### src/rtl/mem_wb_stage.sv
// Memory stage (data RAM store/load alignment) plus MEM/WB pipeline register.
// Latency: one cycle M->W. The RAM is written on the same edge that captures MEM/WB.
// No backpressure: stall_w holds MEM/WB; stores are not gated. flush_w overrides stall_w.
module mem_wb_stage #(
  parameter int DEPTH_WORDS = 64,
  parameter int AW          = 6
) (
  input  logic        clk,
  input  logic        reset,
  input  logic        stall_w,
  input  logic        flush_w,
  input  logic [31:0] aluout_m,
  input  logic [31:0] writedata_m,
  input  logic [1:0]  memwrite_m,
  input  logic [2:0]  loadsel_m,
  input  logic        regwrite_m,
  input  logic [4:0]  writereg_m,
  output logic [31:0] readdata_w,
  output logic [31:0] aluout_w,
  output logic        regwrite_w,
  output logic [4:0]  writereg_w,
  output logic        memtoreg_w,
  output logic        misalign_err
);

  localparam logic [1:0] MW_SW  = 2'b01;
  localparam logic [1:0] MW_SH  = 2'b10;
  localparam logic [1:0] MW_SB  = 2'b11;
  localparam logic [2:0] LD_NONE = 3'b000;
  localparam logic [2:0] LD_LW   = 3'b001;
  localparam logic [2:0] LD_LH   = 3'b010;
  localparam logic [2:0] LD_LHU  = 3'b011;
  localparam logic [2:0] LD_LB   = 3'b100;
  localparam logic [2:0] LD_LBU  = 3'b101;

  logic [31:0] mem [DEPTH_WORDS];

  logic [AW-1:0] idx;
  logic [1:0]    off;
  logic [2:0]    ld_sel;
  logic          store_mis;
  logic          load_mis;
  logic          misalign;
  logic [3:0]    be;
  logic [31:0]   wdata;
  logic [31:0]   rd_word;
  logic [31:0]   rd_shift;
  logic [31:0]   ld_data;

  logic [31:0] readdata_d, readdata_q;
  logic [31:0] aluout_d,   aluout_q;
  logic        regwrite_d, regwrite_q;
  logic [4:0]  writereg_d, writereg_q;
  logic        memtoreg_d, memtoreg_q;
  logic        mis_d,      mis_q;

  // Decode address, alignment faults, store byte enables and load lane extraction.
  always_comb begin
    idx       = aluout_m[AW+1:2];
    off       = aluout_m[1:0];
    // A store and a load together is illegal; the store wins and the load is dropped.
    ld_sel    = (memwrite_m != 2'b00) ? LD_NONE : loadsel_m;
    store_mis = ((memwrite_m == MW_SW) && (off != 2'b00)) ||
                ((memwrite_m == MW_SH) && off[0]);
    load_mis  = ((ld_sel == LD_LW) && (off != 2'b00)) ||
                (((ld_sel == LD_LH) || (ld_sel == LD_LHU)) && off[0]);
    misalign  = store_mis | load_mis;

    be    = 4'b0000;
    wdata = writedata_m;
    case (memwrite_m)
      MW_SW: begin
        be    = 4'b1111;
        wdata = writedata_m;
      end
      MW_SH: begin
        be    = off[1] ? 4'b1100 : 4'b0011;
        wdata = {2{writedata_m[15:0]}};
      end
      MW_SB: begin
        be    = 4'b0001 << off;
        wdata = {4{writedata_m[7:0]}};
      end
      default: be = 4'b0000;
    endcase
    if (store_mis) be = 4'b0000;

    rd_word  = mem[idx];
    rd_shift = rd_word >> {off, 3'b000};
    case (ld_sel)
      LD_LW:   ld_data = rd_word;
      LD_LH:   ld_data = {{16{rd_shift[15]}}, rd_shift[15:0]};
      LD_LHU:  ld_data = {16'h0000, rd_shift[15:0]};
      LD_LB:   ld_data = {{24{rd_shift[7]}}, rd_shift[7:0]};
      LD_LBU:  ld_data = {24'h000000, rd_shift[7:0]};
      default: ld_data = 32'h0;
    endcase
    if (load_mis) ld_data = 32'h0;
  end

  // Data RAM byte-lane writes; deliberately not reset and not stalled.
  always_ff @(posedge clk) begin
    for (int b = 0; b < 4; b++) begin
      if (be[b]) mem[idx][8*b +: 8] <= wdata[8*b +: 8];
    end
  end

  // MEM/WB next state: flush bubbles, stall holds, otherwise capture.
  always_comb begin
    readdata_d = readdata_q;
    aluout_d   = aluout_q;
    regwrite_d = regwrite_q;
    writereg_d = writereg_q;
    memtoreg_d = memtoreg_q;
    mis_d      = mis_q;
    if (flush_w) begin
      readdata_d = 32'h0;
      aluout_d   = 32'h0;
      regwrite_d = 1'b0;
      writereg_d = 5'd0;
      memtoreg_d = 1'b0;
      mis_d      = 1'b0;
    end else if (!stall_w) begin
      readdata_d = ld_data;
      aluout_d   = aluout_m;
      regwrite_d = regwrite_m & ~misalign;
      writereg_d = writereg_m;
      memtoreg_d = (ld_sel != LD_NONE);
      mis_d      = misalign;
    end
  end

  // MEM/WB register with asynchronous clear.
  always_ff @(posedge clk or posedge reset) begin
    if (reset) begin
      readdata_q <= 32'h0;
      aluout_q   <= 32'h0;
      regwrite_q <= 1'b0;
      writereg_q <= 5'd0;
      memtoreg_q <= 1'b0;
      mis_q      <= 1'b0;
    end else begin
      readdata_q <= readdata_d;
      aluout_q   <= aluout_d;
      regwrite_q <= regwrite_d;
      writereg_q <= writereg_d;
      memtoreg_q <= memtoreg_d;
      mis_q      <= mis_d;
    end
  end

  assign readdata_w   = readdata_q;
  assign aluout_w     = aluout_q;
  assign regwrite_w   = regwrite_q;
  assign writereg_w   = writereg_q;
  assign memtoreg_w   = memtoreg_q;
  assign misalign_err = mis_q;

endmodule
### config.mk
export PLATFORM = sky130hd
export DESIGN_NAME = mem_wb_stage
export DESIGN_NICKNAME = d
export VERILOG_FILES = /design/src/rtl/mem_wb_stage.sv
export SDC_FILE = /design/constraint.sdc
export NUM_CORES = 2
export LEC_CHECK = 0
export ABC_AREA = 1
export BUFFER_PORTS_ARGS = -buffer_cell sky130_fd_sc_hd__buf_2
export CORE_MARGIN = 1
export CORE_UTILIZATION = 60
export DETAILED_ROUTE_END_ITERATION = 12
export PLACE_DENSITY = 0.77
export SYNTH_ARGS = -nofsm -noshare
export SYNTH_HDL_FRONTEND = slang
export SYNTH_SLANG_ARGS = --single-unit
export TNS_END_PERCENT = 5
### constraint.sdc
create_clock -name clk -period 3 [get_ports clk]
set_input_delay 0.75 -clock clk [delete_from_list [all_inputs] [get_ports clk]]
set_output_delay 0.75 -clock clk [all_outputs]
set_load 0.005 [all_outputs]
# After elaboration in Yosys (flattened, before gate mapping)
# Memories as Yosys holds them, arrays and structs flattened.
# Cells that the tools add are included.
# word_totals
ff_bits	72
ramBits	2048
inputBits	79
output_inout_bits	72
word_cells	58
mem_count	1
# mem_list
memory	words	width	read_ports	rd_clocked_by_memory_dff	write_ports	line	source
mem	64	32	1	0	1	36	logic [31:0] mem [DEPTH_WORDS];
# classes
n_eq_ne	9
n_shift	2
mux	27
bitwise	3
n_reduce_logical	10
# ops
cell	n
$mux W32	5
$pmux W32 S5	1
$pmux W32 S2	1
$shr A32 B5 Y16	1
$mux W1	14
$pmux W4 S3	1
$mux W5	2
$mux W4	2
$eq A3 B2 Y1 const B	2
$eq A3 B3 Y1 const B	2
$eq A2 B2 Y1 const B	2
$logic_and A1 B1 Y1	4
$reduce_bool A2 Y1	2
$shl A1 B2 Y4 const A	1
$eq A3 B1 Y1 const B	1
$logic_or A1 B1 Y1	3
$mux W3	1
$reduce_bool A3 Y1	1
$eq A2 B1 Y1 const B	1
$ne A2 B1 Y1 const B	1
$and A1 B1 Y1	1
$not A1 Y1	1
$or A1 B1 Y1	1

# Depth between registers and ports, before layout
# depth
word_depth	11
depth_mapped	21
ltp_nobuf	17

# Least setup slack after synthesis
# Ideal clock, no wire load.
# synth_timing
kind	input port to flip-flop
start	input port memwrite_m[0]
end	memory mem[0][10], data pin
setup_ps	702
arrival_ps	3627
required_ps	2298
path_slack_ps	-1329
stages	4
path_buffers	1
path_cell_list	nand2_1 > inv_1 > clkbuf_1 > o21ai_0
# synth_via
elab_chain_cells	2
word_cells_on_any_way	3
classes_between	eq/ne (2); mux (1)
# synth_rtl
element	line	source
from (decl)	14	input logic [1:0] memwrite_m,
$eq A2 B2 Y1	71	case (memwrite_m)
$pmux W32 S2 (*)	71	
named net wdata[10]	45	logic [31:0] wdata;
to (decl)	36	
# The timed path passes the listed nets; every way through them passes the cells marked *.

# Final worst setup path
# layout_timing
start	input port aluout_m[2]
end	register readdata_q[1], in the netlist readdata_w[1]
# layout_via
elab_chain_cells	6
# layout_rtl
element	line	source
from (decl)	12	input logic [31:0] aluout_m,
$mem_v2 Z64 W32 (*)	-	
$shr A32 B5 Y16	89	rd_shift = rd_word >> {off, 3'b000};
$pmux W32 S5 (*)	90	case (ld_sel)
$mux W32 (*)	98	if (load_mis) ld_data = 32'h0;
$mux W32 (*)	123	end else if (!stall_w) begin
$mux W32 (*)	116	if (flush_w) begin
to (signal assigned)	143	readdata_q <= readdata_d;
to (decl)	50	logic [31:0] readdata_d, readdata_q;
# Every way passes the cells marked *; elsewhere a longest branch is shown, timed or not. The select of a mux whose other input is x is not followed.
# A chain may end at the register's enable or synchronous reset.

==> qor.csv <==
stage,metric,value,unit
global_routing,grt_max_degree,79,
job,drv_cap,0,
setup_path,r2r-end,readdata_w[28],
die,die_w,380,um
sta,slew-limit-headroom,23.5,%
routing,wl_per_cell,25.4,um
pwr,cellPowerDensity,620,nW/um^2
clock_tree,cts_buffer_depth,3,
synth,synth_top_family_by_area,simple AND/OR/NAND/NOR gates,
synth,netlist_top_cells_area,"edfxtp_1, nand2_1, a21oi_1, o21ai_0, dfrtp_1",
setup_path,crit_path_end_kind,flip-flop,
sta,period_share,89.7,%
placed_design,portBuffers,150,
placed_design,post-place-ws,-529,ps
finish,nNetsFinal,8195,
die,die_area,145000,um^2
sta,rsz0062_at_grt,no,
synth,synthAdderAreaFrac,0,%
sta,setup_viol,0,
synth,muxShareOfSynthArea,0,%
synth,syn_avg_cell_area,11.6,um^2
sta,period_minus_slack,2690,ps
die,io_pins,151,
setup_path,r2r_cells,17,
setup_path,worstReg2RegStart,mem[1][23],
synth,synth_edf_count,2048,
sta,tns,0,ps
synth,synth_top_area_cell,edfxtp_1,
setup_path,critPathKind,primary input to flip-flop,
sta,worst_pin_slew,1140,ps
routing,routed_wl,259000,um
global_routing,track_usage,35.6,%
die,initial_core_util,60.6,%
sta,finalMaxSlewViolations,0,
clock_tree,cts-root-buf,clkbuf_16,
die,core,142000,um^2
routing,drt_first_pass_iters,6,
routing,detail_route.vias_per_cell,6.18,
synth,async_flop_share,3.40,%
sta,clock.fmax,0.372,GHz
worst_hold_path,holdCritPathClass,primary input to flip-flop,
die,die_y,380,um
finish,final_core_util,71.7,%
routing,vias,62914,
global_routing,grt_pass1_vias,61282,
synth,synthSimpleGateAreaFrac,15.8,%
setup_path,worstPathMaxFanout,32,
synth,ys_warn_count,0,
synth,synthDistinctLibCells,38,
routing,drt.antenna.violating_nets,0,
routing,drc,0,
setup_path,worstSetupStartpointType,primary input,
sta,worst_slack,308,ps
sta,skew,71.2,ps
setup_path,crit_arrival,3450,ps
synth,synth_seq_cells,2120,
synth,synth.net_count,7470,
worst_hold_path,hold_start,aluout_m[29],
global_routing,grt_pass1_wl,381000,um
pwr,vdd_drop_max,0.000864,V
die,rows,138,
synth,synth-seq-area-share,73.7,%
finish,final_cells,10182,
finish,area_growth,18.4,%
worst_hold_path,holdPathEnd,aluout_w[29],
clock_tree,worstSkewPairLatency,870,ps
placed_design,hpwlAfterDp,167000,um
clock_tree,clk_pin_slew_worst_paths,60,ps
synth,synth_area,85800,um^2
status,status,"finished, final reports clean",
synth,synth-compound-area-share,7.27,%
synth,synth_xor_area_share,0,%
clock_tree,cts_inserted_buffers,201,
finish,drive_above_1_share,15.7,%
global_routing,grt_overflow,0,
sta,hold_violations,0,
pwr,p_total,63.0,mW
global_routing,antenna_found_initial,10,
placed_design,gp_congestion,0.970,
placed_design,dp.cells,9802,
clock_tree,cts_sinks,2120,
synth,netlist_instances,7391,
synth,synth.top_cell.area_share,71.6,%
worst_hold_path,min_delay_path_depth,2,
clock_tree,cts.htree.levels,4,
setup_path,required,3760,ps
clock_tree,cts_tree,done,
synth,ys.flop_type,edfxtp_1,
setup_path,r2r_slack,520,ps
routing,drt_iter0_markers,9723,
pwr,leakagePower,38.5,nW
clock_tree,postCtsSetupBuffers,0,
==> synthesized netlist by cell type (2+ instances only) <==
| library cell | count |
|---|---|
| inv_1 | 195 |
| buf_4 | 16 |
| nand3_1 | 164 |
| nand2_1 | 2725 |
| or2_2 | 14 |
| o211ai_1 | 36 |
| nand4_1 | 63 |
| buf_2 | 213 |
| dfrtp_1 | 72 |
| o2111ai_1 | 2 |
| clkbuf_1 | 153 |
| nand2_2 | 2 |
| nor3_1 | 10 |
| o31ai_1 | 2 |
| edfxtp_1 | 2048 |
| o21ai_1 | 61 |
| nor2_1 | 479 |
| a22oi_1 | 62 |
| buf_6 | 6 |
| a22o_1 | 43 |
| buf_1 | 35 |
| clkinv_1 | 2 |
| o21ai_0 | 406 |
| or2_1 | 16 |
| and3_1 | 2 |
| inv_2 | 5 |
| o22ai_1 | 8 |
| or2_0 | 7 |
| a21oi_1 | 535 |
==> worst max-delay path, cell delays in order <==
cell     delay, ps
buf_8          170
buf_12         240
nor2_4          80
buf_12         160
buf_12         160
a22oi_1        210
nand3_1        130
o21ai_0        410
nand4_1        310
o21ai_1        390
buf_4          210
nand2_1         50
nand2_1         50
nand2_1         60
==> cell type report <==
type | count | area (um^2)
well taps | 1890 | 2360
inverters | 203 | 806
diodes | 3 | 7.51
clock buffers | 247 | 5330
repair buffers | 945 | 8400
fillers | 8881 | 40100
clock inverters | 129 | 1310
multi-input cells | 4645 | 20100
flip-flops and latches | 2120 | 63300
==> sequential cells by signal, indices dropped and copies added, names as in the netlist <==
| name | flops |
|---|---|
| regwrite_w | 1 |
| writereg_w | 5 |
| mem | 2048 |
| readdata_w | 32 |
| aluout_w | 32 |
| misalign_err | 1 |
| memtoreg_w | 1 |
==> layout by cell type, fill, tap and decap left out, drive strengths merged, types with 3 or more instances in the layout <==
cell / count
dfrtp: 72
o211ai: 36
clkbuf: 247
diode: 3
buf: 944
bufinv: 17
clkinv: 100
o21ai: 468
a22o: 43
nand2: 2727
nand4: 63
or2: 37
a22oi: 62
edfxtp: 2048
nand3: 164
o22ai: 8
inv: 206
clkinvlp: 9
nor2: 480
a21oi: 535
nor3: 10
==> where the power goes <==
group / internal, mW / switching (mW) / total [mW] / leakage (nW)
Sequential: 32.8 / 0.0539 / 32.9 / 18.9
Clock: 14.2 / 11.3 / 25.5 / 3.22
Combinational: 1.37 / 3.20 / 4.57 / 16.3
==> layer usage <==
| layer | wire, um | global-route usage (%) |
|---|---|---|
| met1 | 87900 | 46.8 |
| met5 | 97 | 0 |
| met4 | 16600 | 20.7 |
| met3 | 35000 | 7.78 |
| met2 | 120000 | 55.1 |
==> stage by stage <==
step / area, um^2 / hold slack (ps)
floorplan: 85900 / 472
global placement: 95000 / 465
detailed placement: 95000 / 459
CTS: 102000 / 79.6
global route: 102000 / 106
finish: 102000 / 111
==> kinds of logic after synthesis <==
kind of cell,Yosys count
AND/OR/NAND/NOR,3487
buffers and inverters,626
AO/OA/AOI/OAI,1158
flip-flops,2120
==> what timing repair did <==
action / 4_1_cts / 5_1_grt
hold buffers: 1 / 0
setup endpoints to repair: 0 / 0
gates resized for setup: 0 / 0
hold endpoints to repair: 17 / 0
==> how the worst max path moves through the flow <==
| stage | slack (ps) | start | to |
|---|---|---|---|
| 5_1_grt | 250 | aluout_m[4] | readdata_w[14] |
| 3_5_place_dp | -530 | aluout_m[2] | readdata_w[5] |
| 6_report | 310 | aluout_m[2] | readdata_w[1] |
| 3_3_place_gp | -420 | aluout_m[2] | readdata_w[1] |
| 4_1_cts | 370 | aluout_m[2] | readdata_w[5] |
| 2_1_floorplan | -400 | memwrite_m[1] | mem[0][24] |
Note: power is estimated with default switching activity, not from simulation.
